## config.mk

```make
export PLATFORM = sky130hd
export DESIGN_NAME = uart_cmd_bridge_flat
export DESIGN_NICKNAME = d
export VERILOG_FILES = /design/src/rtl/uart_cmd_bridge_if.sv /design/src/rtl/uart_cmd_bridge.sv /design/src/flat_wrapper.sv
export SDC_FILE = /design/constraint.sdc
export NUM_CORES = 1
export LEC_CHECK = 0
export ABC_CLOCK_PERIOD_IN_PS = 4900
export CORE_ASPECT_RATIO = 0.75
export CORE_MARGIN = 4
export CORE_UTILIZATION = 40
export DETAILED_ROUTE_END_ITERATION = 8
export GPL_TIMING_DRIVEN = 0
export PLACE_DENSITY = 0.63
export SETUP_SLACK_MARGIN = 0.1
export SYNTH_ARGS = -nofsm -noshare
export SYNTH_HDL_FRONTEND = slang
export SYNTH_SLANG_ARGS = --single-unit
```

## constraint.sdc

```tcl
create_clock -name clk_i -period 4.9 [get_ports clk_i]
set_input_delay 0.98 -clock clk_i [delete_from_list [all_inputs] [get_ports clk_i]]
set_output_delay 0.98 -clock clk_i [all_outputs]
set_load 0.005 [all_outputs]
```

## src/rtl/uart_cmd_bridge_if.sv

```systemverilog
// Byte-stream and peripheral-bus signals of the UART command bridge.
// The master modport is the bridge; the slave modport is the UART pair plus the bus.
interface uart_cmd_bridge_if #(
  parameter int ADDR_WIDTH = 8
);
  logic [7:0]            rx_byte_i;
  logic                  rx_valid_i;
  logic [7:0]            tx_byte_o;
  logic                  tx_valid_o;
  logic                  tx_ready_i;
  logic                  ren_o;
  logic                  we_o;
  logic [ADDR_WIDTH-1:0] addr_o;
  logic [31:0]           wdata_o;
  logic [31:0]           rdata_i;
  logic                  busy_o;
  logic                  err_o;

  modport master (
    input  rx_byte_i, rx_valid_i, tx_ready_i, rdata_i,
    output tx_byte_o, tx_valid_o, ren_o, we_o, addr_o, wdata_o, busy_o, err_o
  );

  modport slave (
    output rx_byte_i, rx_valid_i, tx_ready_i, rdata_i,
    input  tx_byte_o, tx_valid_o, ren_o, we_o, addr_o, wdata_o, busy_o, err_o
  );
endinterface

```

## src/rtl/uart_cmd_bridge.sv

```systemverilog
// Decodes 'W'/'R' command frames from a UART byte stream into single-cycle
// peripheral bus accesses and streams the response bytes back out.
module uart_cmd_bridge #(
  parameter int          ADDR_WIDTH     = 8,
  parameter int unsigned TIMEOUT_CYCLES = 100000
) (
  input logic               clk_i,
  input logic               rst_ni,
  uart_cmd_bridge_if.master bus
);
  localparam logic [7:0]  OP_WR        = 8'h57;
  localparam logic [7:0]  OP_RD        = 8'h52;
  localparam logic [7:0]  RSP_OK       = 8'h4B;
  localparam logic [7:0]  RSP_ERR      = 8'h45;
  localparam logic [31:0] TIMEOUT_LAST = 32'(TIMEOUT_CYCLES - 1);

  typedef enum logic [2:0] {IDLE, GET_ADDR, GET_DATA, BUS_WR, BUS_RD, SEND} state_e;

  state_e      state_q;
  logic        is_wr_q;
  logic [1:0]  byte_cnt_q;
  logic [31:0] timeout_cnt_q;
  logic [31:0] shift_q;
  logic [1:0]  send_cnt_q;

  always_ff @(posedge clk_i or negedge rst_ni) begin
    if (!rst_ni) begin
      state_q        <= IDLE;
      is_wr_q        <= 1'b0;
      byte_cnt_q     <= 2'd0;
      timeout_cnt_q  <= 32'd0;
      shift_q        <= 32'd0;
      send_cnt_q     <= 2'd0;
      bus.tx_byte_o  <= 8'd0;
      bus.tx_valid_o <= 1'b0;
      bus.ren_o      <= 1'b0;
      bus.we_o       <= 1'b0;
      bus.addr_o     <= '0;
      bus.wdata_o    <= 32'd0;
      bus.busy_o     <= 1'b0;
      bus.err_o      <= 1'b0;
    end else begin
      bus.ren_o <= 1'b0;
      bus.we_o  <= 1'b0;
      bus.err_o <= 1'b0;
      unique case (state_q)
        IDLE: begin
          if (bus.rx_valid_i) begin
            if (bus.rx_byte_i == OP_WR || bus.rx_byte_i == OP_RD) begin
              is_wr_q       <= (bus.rx_byte_i == OP_WR);
              timeout_cnt_q <= 32'd0;
              state_q       <= GET_ADDR;
            end else begin
              bus.err_o      <= 1'b1;
              bus.tx_byte_o  <= RSP_ERR;
              bus.tx_valid_o <= 1'b1;
              send_cnt_q     <= 2'd0;
              state_q        <= SEND;
            end
            bus.busy_o <= 1'b1;
          end
        end
        GET_ADDR, GET_DATA: begin
          // An arriving byte wins over a simultaneous timeout expiry.
          if (bus.rx_valid_i) begin
            timeout_cnt_q <= 32'd0;
            if (state_q == GET_ADDR) begin
              bus.addr_o <= ADDR_WIDTH'(bus.rx_byte_i);
              if (is_wr_q) begin
                byte_cnt_q <= 2'd0;
                state_q    <= GET_DATA;
              end else begin
                bus.ren_o <= 1'b1;
                state_q   <= BUS_RD;
              end
            end else begin
              bus.wdata_o[{byte_cnt_q, 3'b000} +: 8] <= bus.rx_byte_i;
              byte_cnt_q <= byte_cnt_q + 2'd1;
              if (byte_cnt_q == 2'd3) begin
                bus.we_o <= 1'b1;
                state_q  <= BUS_WR;
              end
            end
          end else if (timeout_cnt_q == TIMEOUT_LAST) begin
            bus.err_o     <= 1'b1;
            timeout_cnt_q <= 32'd0;
            bus.busy_o    <= 1'b0;
            state_q       <= IDLE;
          end else begin
            timeout_cnt_q <= timeout_cnt_q + 32'd1;
          end
        end
        BUS_WR: begin
          bus.err_o      <= bus.rx_valid_i;
          bus.tx_byte_o  <= RSP_OK;
          bus.tx_valid_o <= 1'b1;
          send_cnt_q     <= 2'd0;
          state_q        <= SEND;
        end
        BUS_RD: begin
          // Read data is captured once here; the peripheral may pop on read.
          bus.err_o      <= bus.rx_valid_i;
          shift_q        <= bus.rdata_i;
          bus.tx_byte_o  <= bus.rdata_i[7:0];
          bus.tx_valid_o <= 1'b1;
          send_cnt_q     <= 2'd3;
          state_q        <= SEND;
        end
        SEND: begin
          bus.err_o <= bus.rx_valid_i;
          if (bus.tx_valid_o && bus.tx_ready_i) begin
            if (send_cnt_q == 2'd0) begin
              bus.tx_valid_o <= 1'b0;
              bus.busy_o     <= 1'b0;
              state_q        <= IDLE;
            end else begin
              bus.tx_byte_o <= shift_q[15:8];
              shift_q       <= {8'd0, shift_q[31:8]};
              send_cnt_q    <= send_cnt_q - 2'd1;
            end
          end
        end
        default: state_q <= IDLE;
      endcase
    end
  end
endmodule

```

## src/flat_wrapper.sv

```systemverilog
// flat-port wrapper written by rule: the top's interface ports become plain ports
module uart_cmd_bridge_flat 
#(
  parameter int          ADDR_WIDTH     = 8,
  parameter int unsigned TIMEOUT_CYCLES = 100000
)
  (clk_i, rst_ni, bus_rx_byte_i, bus_rx_valid_i, bus_tx_ready_i, bus_rdata_i, bus_tx_byte_o, bus_tx_valid_o, bus_ren_o, bus_we_o, bus_addr_o, bus_wdata_o, bus_busy_o, bus_err_o);
  uart_cmd_bridge_if #(.ADDR_WIDTH(ADDR_WIDTH)) bus_i ();
  input logic clk_i;
  input logic rst_ni;
  input wire logic [$bits(bus_i.rx_byte_i)-1:0] bus_rx_byte_i;
  input wire logic [$bits(bus_i.rx_valid_i)-1:0] bus_rx_valid_i;
  input wire logic [$bits(bus_i.tx_ready_i)-1:0] bus_tx_ready_i;
  input wire logic [$bits(bus_i.rdata_i)-1:0] bus_rdata_i;
  output wire logic [$bits(bus_i.tx_byte_o)-1:0] bus_tx_byte_o;
  output wire logic [$bits(bus_i.tx_valid_o)-1:0] bus_tx_valid_o;
  output wire logic [$bits(bus_i.ren_o)-1:0] bus_ren_o;
  output wire logic [$bits(bus_i.we_o)-1:0] bus_we_o;
  output wire logic [$bits(bus_i.addr_o)-1:0] bus_addr_o;
  output wire logic [$bits(bus_i.wdata_o)-1:0] bus_wdata_o;
  output wire logic [$bits(bus_i.busy_o)-1:0] bus_busy_o;
  output wire logic [$bits(bus_i.err_o)-1:0] bus_err_o;
  assign bus_i.rx_byte_i = bus_rx_byte_i;
  assign bus_i.rx_valid_i = bus_rx_valid_i;
  assign bus_i.tx_ready_i = bus_tx_ready_i;
  assign bus_i.rdata_i = bus_rdata_i;
  assign bus_tx_byte_o = bus_i.tx_byte_o;
  assign bus_tx_valid_o = bus_i.tx_valid_o;
  assign bus_ren_o = bus_i.ren_o;
  assign bus_we_o = bus_i.we_o;
  assign bus_addr_o = bus_i.addr_o;
  assign bus_wdata_o = bus_i.wdata_o;
  assign bus_busy_o = bus_i.busy_o;
  assign bus_err_o = bus_i.err_o;
  uart_cmd_bridge #(.ADDR_WIDTH(ADDR_WIDTH), .TIMEOUT_CYCLES(TIMEOUT_CYCLES)) u_core (.clk_i(clk_i), .rst_ni(rst_ni), .bus(bus_i));
endmodule
```

Word level (Yosys, flattened, before mapping)
Cells that the tools add are included.
{ "totals": {"output_inout_bits": 53, "register_bits": 125, "inputBits": 44, "wordCells": 116} }
{ "classes": {"reduce_logical": 22, "mux": 53, "n_addsub": 4, "eq_ne": 20, "n_bitwise": 1, "n_shift": 2} }
{ "ops": {"columns": ["operator", "count"], "rows": [
  ["2-to-1 mux 32 bit", 6],
  ["case mux 32 bit (2 select lines)", 2],
  ["adder 32 x 1 -> 32 bit (second input constant)", 1],
  ["bitwise mux 32 bit", 1],
  ["equality test 32 x 17 -> 1 bit (second input constant)", 1],
  ["2-to-1 mux 8 bit", 4],
  ["case mux 8 bit (4 select lines)", 1],
  ["variable shift 8 x 7 -> 32 bit (first input constant)", 1],
  ["variable part select 8 x 7 -> 32 bit", 1],
  ["2-to-1 mux 3 bit", 9],
  ["2-to-1 mux 1 bit", 19],
  ["AND reduction 3 bit", 6],
  ["equality test 8 x 7 -> 1 bit (second input constant)", 2],
  ["AND reduction 5 bit", 3],
  ["2-to-1 mux 2 bit", 6],
  ["case mux 3 bit (4 select lines)", 1],
  ["inequality test 2 x 1 -> 1 bit (second input constant)", 5],
  ["case mux 1 bit (3 select lines)", 3],
  ["inequality test 2 bit (second input constant)", 4],
  ["case mux 2 bit (4 select lines)", 1],
  ["negator 5 -> 7 bit", 1],
  ["equality test 3 x 2 -> 1 bit (second input constant)", 2],
  ["equality test 3 bit (second input constant)", 2],
  ["AND reduction 6 bit", 1],
  ["16 further kinds", 19]
]} }

Logic depth before layout (Yosys ltp)
{ "logic_depth": {"word_depth": 5, "ltp_mapped": 8, "depth_no_buf": 7} }

Worst setup path before layout
OpenSTA, ideal clock, no wires.
{ "synth_timing": {"path_kind": "input-to-reg", "from": "in bus_rx_byte_i[0]", "to": "reg u_core.timeout_cnt_q[31]", "slack_ps": 2400, "path_buffers": 2, "required_time_ps": 4822, "cell_stages": 7, "setup_time_ps": 78, "arrival_ps": 2422, "cell_sequence": "clkbuf_1 > xor2_1 > and4b_1 > clkbuf_2 > o21ai_4 > or4_1 > a21oi_1"} }
{ "synth_between": {"elab_chain_cells": 4, "word_cells_on_any_way": 5, "classes_between": "3 x eq/ne; 2 x reduce/logical"} }
{ "synth_rtl": {"columns": ["item", "line_no", "source"], "rows": [
  ["start: declaration", "flat_wrapper.sv:11", "input wire logic [$bits(bus_i.rx_byte_i)-1:0] bus_rx_byte_i;"],
  ["equality test 8 x 7 -> 1 bit", "uart_cmd_bridge.sv:49", "if (bus.rx_byte_i == OP_WR || bus.rx_byte_i == OP_RD) begin"],
  ["logical OR 1 bit *", "uart_cmd_bridge.sv:49", null],
  ["inequality test 2 x 1 -> 1 bit (no source line) *", null, null],
  ["AND reduction 3 bit (no source line) *", null, null],
  ["end signal: assignment", "uart_cmd_bridge.sv:90", "timeout_cnt_q <= timeout_cnt_q + 32'd1;"],
  ["end: declaration", "uart_cmd_bridge.sv:22", "logic [31:0] timeout_cnt_q;"]
]} }
Mark *: on every way between the ends. The rest lies on a longest branch, timed or not.
A chain may end at the register's enable or synchronous reset.

Worst setup path in the final report
{ "layout_timing": {"from": "in bus_rx_byte_i[1]", "to": "reg u_core.bus.tx_byte_o[2]"} }
{ "layout_between": {"elab_chain_cells": 4, "word_cells_on_any_way": 5, "classes_between": "3 x eq/ne; 2 x reduce/logical"} }
{ "layout_rtl": {"columns": ["item", "line_no", "source"], "rows": [
  ["equality test 8 x 7 -> 1 bit", "uart_cmd_bridge.sv:49", null],
  ["logical OR 1 bit *", "uart_cmd_bridge.sv:49", null],
  ["inequality test 2 bit (no source line) *", null, null],
  ["AND reduction 5 bit (no source line) *", null, null],
  ["end signal: assignment", "uart_cmd_bridge.sv:104", "bus.tx_byte_o <= bus.rdata_i[7:0];"],
  ["end signal: assignment", "uart_cmd_bridge.sv:117", "bus.tx_byte_o <= shift_q[15:8];"],
  ["end: declaration", "uart_cmd_bridge_if.sv:21", "output tx_byte_o, tx_valid_o, ren_o, we_o, addr_o, wdata_o, busy_o, err_o"]
]} }
Marks and branches as above.

==> results.txt <==
* Result of the run: completed
- Sorting the synthesized cells by area gives the leading types as sky130_fd_sc_hd__dfrtp_1, sky130_fd_sc_hd__nand2_1, sky130_fd_sc_hd__o21ai_0.
- The number of antenna violations at the first check in global routing is 0.
- Internal Power: about 2800 uW
- Max stage delay cell, worst path: sky130_fd_sc_hd__clkdlybuf4s50_1
* I/O pins: between 90 and 100
* Core Footprint: ~0.014 sq mm
* Most frequent cell after synthesis: sky130_fd_sc_hd__dfrtp_1
- Data on the critical path is required at its endpoint by 5.17 ns.
- Number of setup violations in the final report: 0
* Class of the tightest hold or removal check: in2async
- The via count of the first global-routing pass is about 5,000.
- Data arrives at the worst endpoint at roughly 3.3 ns.
- The die covers 0.0163 sq mm.
- Among all flip-flop cells after synthesis, the most frequent one is sky130_fd_sc_hd__dfrtp_1.
- CTS max path bufs: 2
* Count of warnings emitted by yosys: 0
* First-pass DRT Iterations: 5
* Register clock-pin slew on the reported worst setup and hold paths: ~0.050 ns
- For this run, the slowest stage of the critical path takes 0.68 ns.
- In this run the tightest slew margin relative to its limit is 0.320.
* Storage cell area: approximately 0.0029 sq mm
* DRT iter0 DRCs: about 350
- Final hold slack: about 0.46 ns
- The finished cells cover approximately 0.0076 sq mm.
* Clock root buffer master: sky130_fd_sc_hd__clkbuf_16
- Once detail routing completed, the nets flagged for antenna violations numbered 0.
- Final count of pins violating max slew: 0
* Static power due to leakage: about 0.0032 uW
- Number of buffers added by the clock tree synthesis step: 17
* Final min period: ~3 ns
- Estimated wirelength of the detail-placed design: around 11 mm
- Number of rows created at floorplan: 37
- Wire length of the first global-routing pass: approximately 26 mm
- Entering global routing, the biggest net connects 84 pins.
- Flip-flop and latch count after synthesis: roughly 120
- Insertion delay to the later sink of the worst-skew pair: roughly 0.4 ns
- Count of instances resized after the clock tree is built: 0
- Portion of synthesized cell area occupied by the leading cell type: 0.513
* Share of the yosys chip area belonging to registers: 0.513
* Hold bufs inserted after CTS: 0
* Slew at the pin with the worst max-slew slack: 1.02 ns
- Area grow syn2layout: 32.8%
* Proportion of synthesized flip-flops having asynchronous set or reset: 1.00
- Sequential share of power: 0.327
* Crit Path Max Fanout: 10
- In the routed design, unresolved DRC markers number 0.
- The number of hold-slack violations in the final timing report was 0.
- The netlist uses 61 different library cells.
- A synthesized cell averages between 9 and 10 sq um.
- Share of post-route cells with drive strength above 1: 0.0976
- Dividing the final minimum period by the clock period gives 0.613.
- Total global routing track utilization: 0.193
* Cell area after synthesis: 0.00571 sq mm
* RSZ-0062 raised after global routing: false
- Post-CTS setup-driven buffer insertion count: 0
- Layout filler cell count: roughly 1,200
- The count of buffers added on input and output ports is between 90 and 100.
- Summing all multi-input logic gate instances after layout gives 0.00260 sq mm.
- Synthesis produced a netlist with a net count of 642.
- Vias post-DR: 4,938
- Of the total power, combinational logic draws 0.330.
* Die width: 146 um
- Net count of the finished layout: around 760
* Floorplan die height: between 100 and 150 um
- Post-placement cell area: around 0.007 sq mm
- Post-synth top cells: sky130_fd_sc_hd__dfrtp_1, sky130_fd_sc_hd__nand2_1, sky130_fd_sc_hd__o21ai_0, sky130_fd_sc_hd__a21oi_1, sky130_fd_sc_hd__mux2i_1
* Final wirelength: between 15 and 20 mm
- Initial Util: 0.413
* Clock tree sinks: 117
- TritonCTS built the clock tree.
* Wire length per cell: around 17 um
- Worst IR Drop VDD: about 290 uV
* Largest area contributor in the synthesized netlist: sky130_fd_sc_hd__dfrtp_1
- The worst setup path is launched from an input pin.
- Based on the critical path, the design can be clocked at up to around 330 MHz.
* Count of max-cap constraint violations: 0
- Switching power total: between 1000 and 1500 uW
* Via density per instance: 5.54
- Gpl congestion: 0.830
- Total overflow reported by the global router: 0
- The share of total power dissipated in the clock network is 0.343.
* Proportion of total power due to net switching: 0.332
- The number of antenna diodes in the final layout is 0.
- Between clock sinks in the finished design, the worst skew comes to 0.0101 ns.
- The worst setup path is of the in2reg kind.
- Number of flops mapped to enable cells by yosys: 0
- The worst setup path is captured at a flip-flop.
* PD cells: 549 mW/mm^2
- The H-tree was split into 4 levels.
- Critical path, cell by cell: clkdlybuf4s50_1, nor2b_1, nand3b_1, a211oi_2, clkbuf_1, o21ai_0
- Syn Inst Count: 590
-- cell type report --
cell class | instances | share of cell area
Multi-Input combinational cell | 428 | 0.343
Tap cell | 175 | 0.0289
Inverter | 14 | 0.00693
Clock inverter | 12 | 0.0297
Timing Repair Buffer | 95 | 0.128
Buffer | 31 | 0.0167
Sequential cell | 117 | 0.386
Clock buffer | 20 | 0.0602
-- placed cells by master, fill, tap and decap left out, types with 3 or more instances in the layout --
master and n:
sky130_fd_sc_hd__dfrtp_1 117, sky130_fd_sc_hd__nand2_1 110, sky130_fd_sc_hd__clkdlybuf4s50_1 93, sky130_fd_sc_hd__o21ai_0 73, sky130_fd_sc_hd__a21oi_1 30, sky130_fd_sc_hd__clkbuf_1 22, sky130_fd_sc_hd__mux2i_1 22, sky130_fd_sc_hd__nor2_1 20
sky130_fd_sc_hd__clkbuf_16 17, sky130_fd_sc_hd__a31oi_1 16, sky130_fd_sc_hd__inv_1 14, sky130_fd_sc_hd__nand3_1 14, sky130_fd_sc_hd__or3_1 12, sky130_fd_sc_hd__nand4_1 11, sky130_fd_sc_hd__mux2_2 11, sky130_fd_sc_hd__a22o_1 10
sky130_fd_sc_hd__ha_1 8, sky130_fd_sc_hd__buf_2 7, sky130_fd_sc_hd__nor4_1 7, sky130_fd_sc_hd__o31ai_1 7, sky130_fd_sc_hd__nand2b_1 6, sky130_fd_sc_hd__bufinv_16 6, sky130_fd_sc_hd__xor2_1 5, sky130_fd_sc_hd__nor2b_1 4
sky130_fd_sc_hd__nor3_1 4, sky130_fd_sc_hd__nand3b_1 3, sky130_fd_sc_hd__and4_1 3, sky130_fd_sc_hd__nor3b_1 3, sky130_fd_sc_hd__or2_2 3, sky130_fd_sc_hd__o211ai_1 3, sky130_fd_sc_hd__a41oi_1 3, sky130_fd_sc_hd__clkinvlp_4 3
-- flip-flops by register name, summed over array words and instances (netlist names) --
name                   count
u_core.bus.tx_valid_o      1
u_core.is_wr_q             1
u_core.bus.we_o            1
u_core.bus.addr_o          8
u_core.bus.ren_o           1
u_core.shift_q            24
u_core.timeout_cnt_q      32
u_core.byte_cnt_q          2
u_core.bus.tx_byte_o       8
u_core.state_q             3
u_core.send_cnt_q          2
u_core.bus.wdata_o        32
u_core.bus.busy_o          1
u_core.bus.err_o           1
-- worst paths after layout --
path / start / endpoint / slack (ns) / cells after the start
max: bus_rx_byte_i[1] / u_core.bus.tx_byte_o[2] / 1.90 / 6
min: rst_ni / u_core.bus.tx_byte_o[5] / 0.46 / 1
max reg2reg: u_core.timeout_cnt_q[27] / u_core.timeout_cnt_q[2] / 2.45 / 6
min reg2reg: u_core.bus.wdata_o[14] / u_core.bus.wdata_o[14] / 0.48 / 2
max in group asynchronous: rst_ni / u_core.bus.wdata_o[21] / 3.72 / 2
min in group clk_i: u_core.bus.wdata_o[14] / u_core.bus.wdata_o[14] / 0.48 / 2
-- power by group through the flow --
stage	logic (uW)	clock network (uW)	registers (uW)
2_1_floorplan	840	0	1340
3_3_place_gp	1340	0	1370
5_1_grt	1540	1500	1390
6_report	1380	1430	1360
4_1_cts	1390	1450	1360
3_5_place_dp	1380	0	1370
-- stage by stage --
stage	total power (uW)	TNS, ns	worst slack (ns)	std cells	utilization
floorplan	2180	0	2.40	590	-
global placement	2700	-205.57	-1.77	859	0.496
detailed placement	2750	0	1.48	860	0.498
CTS	4190	0	1.90	892	0.548
global route	4430	0	1.69	892	0.548
finish	4160	0	1.90	892	0.548
-- critical path: cells and delay by family --
kind                   cells  cell delay [ns]
buffers and inverters      2             1.06
AOI/OAI and AO/OA          2             0.72
and+or+nand+nor            2             0.49
-- metal layers --
layer | up-vias | track usage | routed length, um
li1 | 2356 | - | -
met1 | 2430 | 0.284 | 7500
met2 | 140 | 0.282 | 6640
met3 | 12 | 0.0578 | 965
met4 | 0 | 0.0443 | 137
met5 | - | 0 | 0
-- cells by family after synthesis --
logic type               count (synthesis)  synth area share
flip-flops                             117             0.513
buffers and inverters                   45            0.0313
XOR/XNOR                                 7            0.0107
adder cells (fa/ha/maj)                  8            0.0175
AND/OR/NAND/NOR                        220             0.197
AO/OA/AOI/OAI                          160             0.170
multiplexers                            33            0.0603
No activity file was read; power rests on OpenSTA's default activity.
